==> src/rtl/seq_muldiv_pkg.sv <==
// Shared types and widths for the sequential multiply/divide unit.
package seq_muldiv_pkg;

    localparam int XLEN  = 32;
    localparam int CNT_W = 6;

    typedef enum logic [1:0] {
        IDLE = 2'd0,
        CALC = 2'd1,
        DONE = 2'd2
    } state_e;

    typedef enum logic {
        OP_MUL = 1'b0,
        OP_DIV = 1'b1
    } op_e;

endpackage

==> src/rtl/seq_muldiv_add_sub.sv <==
// Shared 32-bit adder/subtractor; i_sel=1 computes i_a - i_b, where o_cout=1 means no borrow.
module add_sub_32_bit
    import seq_muldiv_pkg::*;
(
    input  logic [XLEN-1:0] i_a,
    input  logic [XLEN-1:0] i_b,
    input  logic            i_sel,
    output logic [XLEN-1:0] o_sum,
    output logic            o_cout
);

    logic [XLEN-1:0] b_eff;
    logic [XLEN:0]   result;

    assign b_eff  = i_sel ? ~i_b : i_b;
    assign result = {1'b0, i_a} + {1'b0, b_eff} + (XLEN+1)'(i_sel);
    assign o_sum  = result[XLEN-1:0];
    assign o_cout = result[XLEN];

endmodule

==> src/rtl/seq_muldiv.sv <==
// Radix-2 sequential unsigned 32x32 multiplier and divider sharing one adder/subtractor.
// Divide support is compiled in only when SEQ_MULDIV_DIV_EN is defined.
//
// state | meaning
// IDLE  | waiting for a request, o_ready high
// CALC  | 32 shift/add (MUL) or shift/subtract (DIV) iterations
// DONE  | result presented on o_hi/o_lo until the consumer takes it
module seq_muldiv
    import seq_muldiv_pkg::*;
(
    input  logic            i_clk,
    input  logic            i_reset,
    input  logic            i_valid,
    output logic            o_ready,
    input  logic            i_op,
    input  logic [XLEN-1:0] i_a,
    input  logic [XLEN-1:0] i_b,
    output logic            o_valid,
    input  logic            i_ready,
    output logic [XLEN-1:0] o_hi,
    output logic [XLEN-1:0] o_lo,
    output logic            o_busy
);

    state_e           state_q, state_d;
    logic [CNT_W-1:0] cnt_q, cnt_d;
    logic [XLEN-1:0]  hi_q, hi_d;
    logic [XLEN-1:0]  lo_q, lo_d;
    logic [XLEN-1:0]  b_q, b_d;
    logic             valid_q, ready_q, busy_q;
`ifdef SEQ_MULDIV_DIV_EN
    op_e              op_q, op_d;
`endif

    logic [XLEN-1:0]  add_a, add_b, add_sum;
    logic             add_sel, add_cout;

    add_sub_32_bit u_add_sub (
        .i_a    (add_a),
        .i_b    (add_b),
        .i_sel  (add_sel),
        .o_sum  (add_sum),
        .o_cout (add_cout)
    );

    // hi holds the partial product (MUL) or partial remainder (DIV)
    always_comb begin
        add_a   = hi_q;
        add_b   = lo_q[0] ? b_q : '0;
        add_sel = 1'b0;
`ifdef SEQ_MULDIV_DIV_EN
        if (op_q == OP_DIV) begin
            add_a   = {hi_q[XLEN-2:0], lo_q[XLEN-1]};
            add_b   = b_q;
            add_sel = 1'b1;
        end
`endif
    end

    always_comb begin
        state_d = state_q;
        cnt_d   = cnt_q;
        hi_d    = hi_q;
        lo_d    = lo_q;
        b_d     = b_q;
`ifdef SEQ_MULDIV_DIV_EN
        op_d    = op_q;
`endif
        case (state_q)
            IDLE: begin
                if (i_valid) begin
                    cnt_d   = '0;
                    b_d     = i_b;
                    hi_d    = '0;
                    lo_d    = i_a;
                    state_d = CALC;
`ifdef SEQ_MULDIV_DIV_EN
                    op_d = op_e'(i_op);
                    if (i_op == OP_DIV && i_b == '0) begin
                        hi_d    = i_a;
                        lo_d    = '1;
                        state_d = DONE;
                    end
`else
                    if (i_op == OP_DIV) begin
                        lo_d    = '0;
                        state_d = DONE;
                    end
`endif
                end
            end
            CALC: begin
                cnt_d = cnt_q + CNT_W'(1);
`ifdef SEQ_MULDIV_DIV_EN
                if (op_q == OP_DIV) begin
                    // a set bit shifted out of rem means rem_shifted >= 2^32 > b
                    if (hi_q[XLEN-1] || add_cout) begin
                        hi_d = add_sum;
                        lo_d = {lo_q[XLEN-2:0], 1'b1};
                    end else begin
                        hi_d = {hi_q[XLEN-2:0], lo_q[XLEN-1]};
                        lo_d = {lo_q[XLEN-2:0], 1'b0};
                    end
                end else begin
                    {hi_d, lo_d} = {add_cout, add_sum, lo_q[XLEN-1:1]};
                end
`else
                {hi_d, lo_d} = {add_cout, add_sum, lo_q[XLEN-1:1]};
`endif
                if (cnt_q == CNT_W'(XLEN-1)) state_d = DONE;
            end
            DONE: begin
                if (i_ready) state_d = IDLE;
            end
            default: state_d = IDLE;
        endcase
    end

    always_ff @(posedge i_clk) begin
        if (i_reset) begin
            state_q <= IDLE;
            cnt_q   <= '0;
            hi_q    <= '0;
            lo_q    <= '0;
            b_q     <= '0;
            valid_q <= 1'b0;
            ready_q <= 1'b1;
            busy_q  <= 1'b0;
`ifdef SEQ_MULDIV_DIV_EN
            op_q    <= OP_MUL;
`endif
        end else begin
            state_q <= state_d;
            cnt_q   <= cnt_d;
            hi_q    <= hi_d;
            lo_q    <= lo_d;
            b_q     <= b_d;
            valid_q <= (state_d == DONE);
            ready_q <= (state_d == IDLE);
            busy_q  <= (state_d != IDLE);
`ifdef SEQ_MULDIV_DIV_EN
            op_q    <= op_d;
`endif
        end
    end

    assign o_ready = ready_q;
    assign o_valid = valid_q;
    assign o_busy  = busy_q;
    assign o_hi    = hi_q;
    assign o_lo    = lo_q;

endmodule
==> config.mk <==
export PLATFORM = sky130hd
export DESIGN_NAME = seq_muldiv
export DESIGN_NICKNAME = d
export VERILOG_FILES = /design/src/rtl/seq_muldiv_pkg.sv /design/src/rtl/seq_muldiv_add_sub.sv /design/src/rtl/seq_muldiv.sv
export SDC_FILE = /design/constraint.sdc
export NUM_CORES = 1
export LEC_CHECK = 0
export ABC_AREA = 1
export BUFFER_PORTS_ARGS = -buffer_cell sky130_fd_sc_hd__buf_2
export CAP_MARGIN = 20
export CORE_MARGIN = 5
export CORE_UTILIZATION = 54
export CTS_BUF_LIST = sky130_fd_sc_hd__clkbuf_8
export DETAILED_ROUTE_END_ITERATION = 8
export PLACE_DENSITY_LB_ADDON = 0.2
export SLEW_MARGIN = 20
export SYNTH_ARGS = -nofsm -noshare
export SYNTH_HDL_FRONTEND = slang
export SYNTH_SLANG_ARGS = --single-unit
==> constraint.sdc <==
create_clock -name i_clk -period 2.7 [get_ports i_clk]
set_input_delay 0.54 -clock i_clk [delete_from_list [all_inputs] [get_ports i_clk]]
set_output_delay 0.54 -clock i_clk [all_outputs]
set_load 0.05 [all_outputs]
==> reports/metrics.cfg <==
[clocking]
root_buffer=clkbuf_8
cts_max_level=3
cts_hold_repair.buffers=0
clk_pin_slew_ns=0.11
cts_sinks=107
clk_path_buf_depth=2
clk_latency_ns=0.39
cts_made_buffers=9
post_cts_resized=0
post_cts_buffers=0
cts_tree=done

[setup_path]
critPathKind=flop to flop
worst_r2r_path_depth=14
critPathArrivalTime_ns=2.51
cpMaxStageDelayCell=dfxtp_1
end_kind=flop
cp_slowest_stage_delay_ns=0.37
critPathBufInv=4
reg2reg_slack_ns=0.45
crit_required_ns=2.96
cp_common_cell=nand2_1
critPathTopFamily=simple AND/OR/NAND/NOR gates
crit_fanout=23
r2r-start=o_lo[0]
worstReg2RegEnd=o_hi[30]
critical_path.cell_chain=buf_4, nand2_1, inv_1, ha_1, nand2_1, inv_1, nand2_1, nand2_1, inv_1, nand2_1, a21oi_1, nand3_1, nand3_1, a21oi_1
start_kind=flop

[timing]
slew_violations=0
relSlewSlack_pct=58.0
final.setup.tns_ns=0
setup_viol=0
hold_viol=0
worst_slack_ns=0.451
max_freq_mhz=445
rsz0062_at_grt=false
fin_crit_ns=2.25
period_share_pct=83.3
skew_ns=0.00890
tightestPinTransition_ns=0.629

[routing]
drt_iter0_markers=421
wirelength_um=19200
vias_per_cell=5.10
drcViolationCount=0
ant_nets=0
drt-pass1-iter-count=5
vias=6937
wl_per_cell_um=14.1

[die]
initial_core_util_pct=55.1
io-pin-count=136
die_x_um=121
dieArea_um2=14600
placementRows=40
fp.coreArea_um2=12000
die_y_um=121

[place]
dp_hpwl_um=14800
place_ws_ns=0.498
gp_congestion=0.981
port_buffers=135
dp.cells=1343
dpl-instance-area_um2=7390

[synth]
synth_area_leaders=dfxtp_1 (32%), nand2_1 (20%), inv_1 (8.8%), nor2_1 (7.0%), ha_1 (6.2%)
yosysWarnings=0
ys_seq_area_share_pct=32.4
post_synth.cell_area_avg_um2=6.09
synth.distinct_cells=32
ys_seq_elements=107
yosysTopAreaCell=dfxtp_1
netlist_area_um2=6620
synth_top_area_share_pct=32.4
synthCells=1087
syn_nets=1190

[finish]
multi_input_area_um2=3690
stdcell_area_um2=7590
stdcell_count=1360
final_cell_mix=nand2_1 (355), inv_1 (158), buf_2 (135)
n_fill_cell=1244
drive_gt1_share_pct=15.0
mostFrequentLayoutCell=nand2_1
areaGrowthSynthToFinish_pct=14.7
layout.nets=1310
final-seq-area_um2=2140

[worst_hold_path]
holdCritStartpoint=i_b[25]
worstHoldPathType=primary input to flop
min_delay_worst_endpoint=b_q[25]
min_path_cells=3

[grt]
grt_usage_pct=26.7
antenna_found_initial=2
grt.overflow.total=0
grt_pass1_vias=6517
grt_start_max_net_pins=56
grt_pass1_wl_um=31500

[outcome]
status=complete, no violations

[power_and_ir_drop]
p_leak_nw=4.20
cellPowerDensity_nw_per_um2=437
ir_drop_mv=0.341

[run]
maxCapViolCount=0

==> layer usage <==
layer	wire [µm]	GRT usage (%)	vias to the layer above	share of wire, %
li1	-	-	3656	-
met2	8440	43.3	233	44
met3	1740	7.72	19	9.1
met1	8720	35.2	3025	45
met4	256	6.44	4	1.3
met5	27	0	-	0.14
==> how the worst max path moves through the flow <==
stage	startpoint	endpoint	slack, ns	cells past startpoint
2_1_floorplan	o_lo[0]	o_hi[14]	0.18	16
3_3_place_gp	o_lo[0]	o_hi[15]	0.47	14
3_5_place_dp	o_lo[0]	o_hi[30]	0.50	14
4_1_cts	o_lo[0]	o_hi[31]	0.48	14
5_1_grt	o_lo[0]	o_hi[14]	0.24	13
6_report	o_lo[0]	o_hi[30]	0.45	14
==> flip-flops by register name (all words and copies together), names as in the netlist <==
| name | cells |
|---|---|
| state_q | 2 |
| o_busy | 1 |
| b_q | 32 |
| cnt_q | 6 |
| o_hi | 32 |
| o_valid | 1 |
| o_lo | 32 |
| o_ready | 1 |
==> cells by family (layout without fill, tap and decap cells) <==
kind of cell | Yosys count | after routing | synth area share (%)
flip-flops | 107 | 107 | 32.4
adder cells (fa/ha/maj) | 34 | 34 | 6.54
buffers and inverters | 199 | 324 | 11.9
AND/OR/NAND/NOR | 579 | 579 | 35.8
AO/OA/AOI/OAI | 168 | 168 | 13.4
other | 0 | 1 | 0
==> tightest hold or removal path: stages <==
cell     delay, ns
buf_2         0.07
o21ai_0       0.07
nor2_1        0.07
==> per-stage QoR <==
| stage | hold WS [ns] | total power, W | util (%) |
|---|---|---|---|
| detailed placement | 0.458 | 0.00229 | 61.5 |
| finish | 0.385 | 0.00332 | 63.2 |
| floorplan | 0.437 | 0.00212 | - |
| global route | 0.379 | 0.00346 | 63.2 |
| CTS | 0.373 | 0.00333 | 63.2 |
| global placement | 0.454 | 0.00229 | 61.5 |
==> cell usage after synthesis, drive strengths merged <==
cell type	count
a221oi	2
or2	7
a21o	2
o21ai	61
nand2	357
dfxtp	107
nand4	5
clkbuf	23
nor3	19
a211oi	1
dlygate4sd1	1
inv	161
and2	2
o21bai	3
nand3	54
nor2	130
buf	14
o311ai	1
ha	33
a31oi	18
nand3b	4
nor4	1
fa	1
a21oi	80
==> power by group <==
group,leakage [nW],internal [W],switching [W]
combinational,3.21,0.000155,0.000384
clock,0.111,0.000459,0.000602
sequential,0.876,0.00166,0.0000557
==> area by class of cell <==
cell class | instances | area share [%]
multi-input combinational | 781 | 48.6
sequential | 107 | 28.2
timing repair buffer | 147 | 10.1
inverter | 161 | 7.96
tap | 147 | 2.42
clock buffer | 10 | 1.81
clock inverter | 6 | 0.873
antenna | 1 | 0.0330
(Power assumes the default switching activity.)
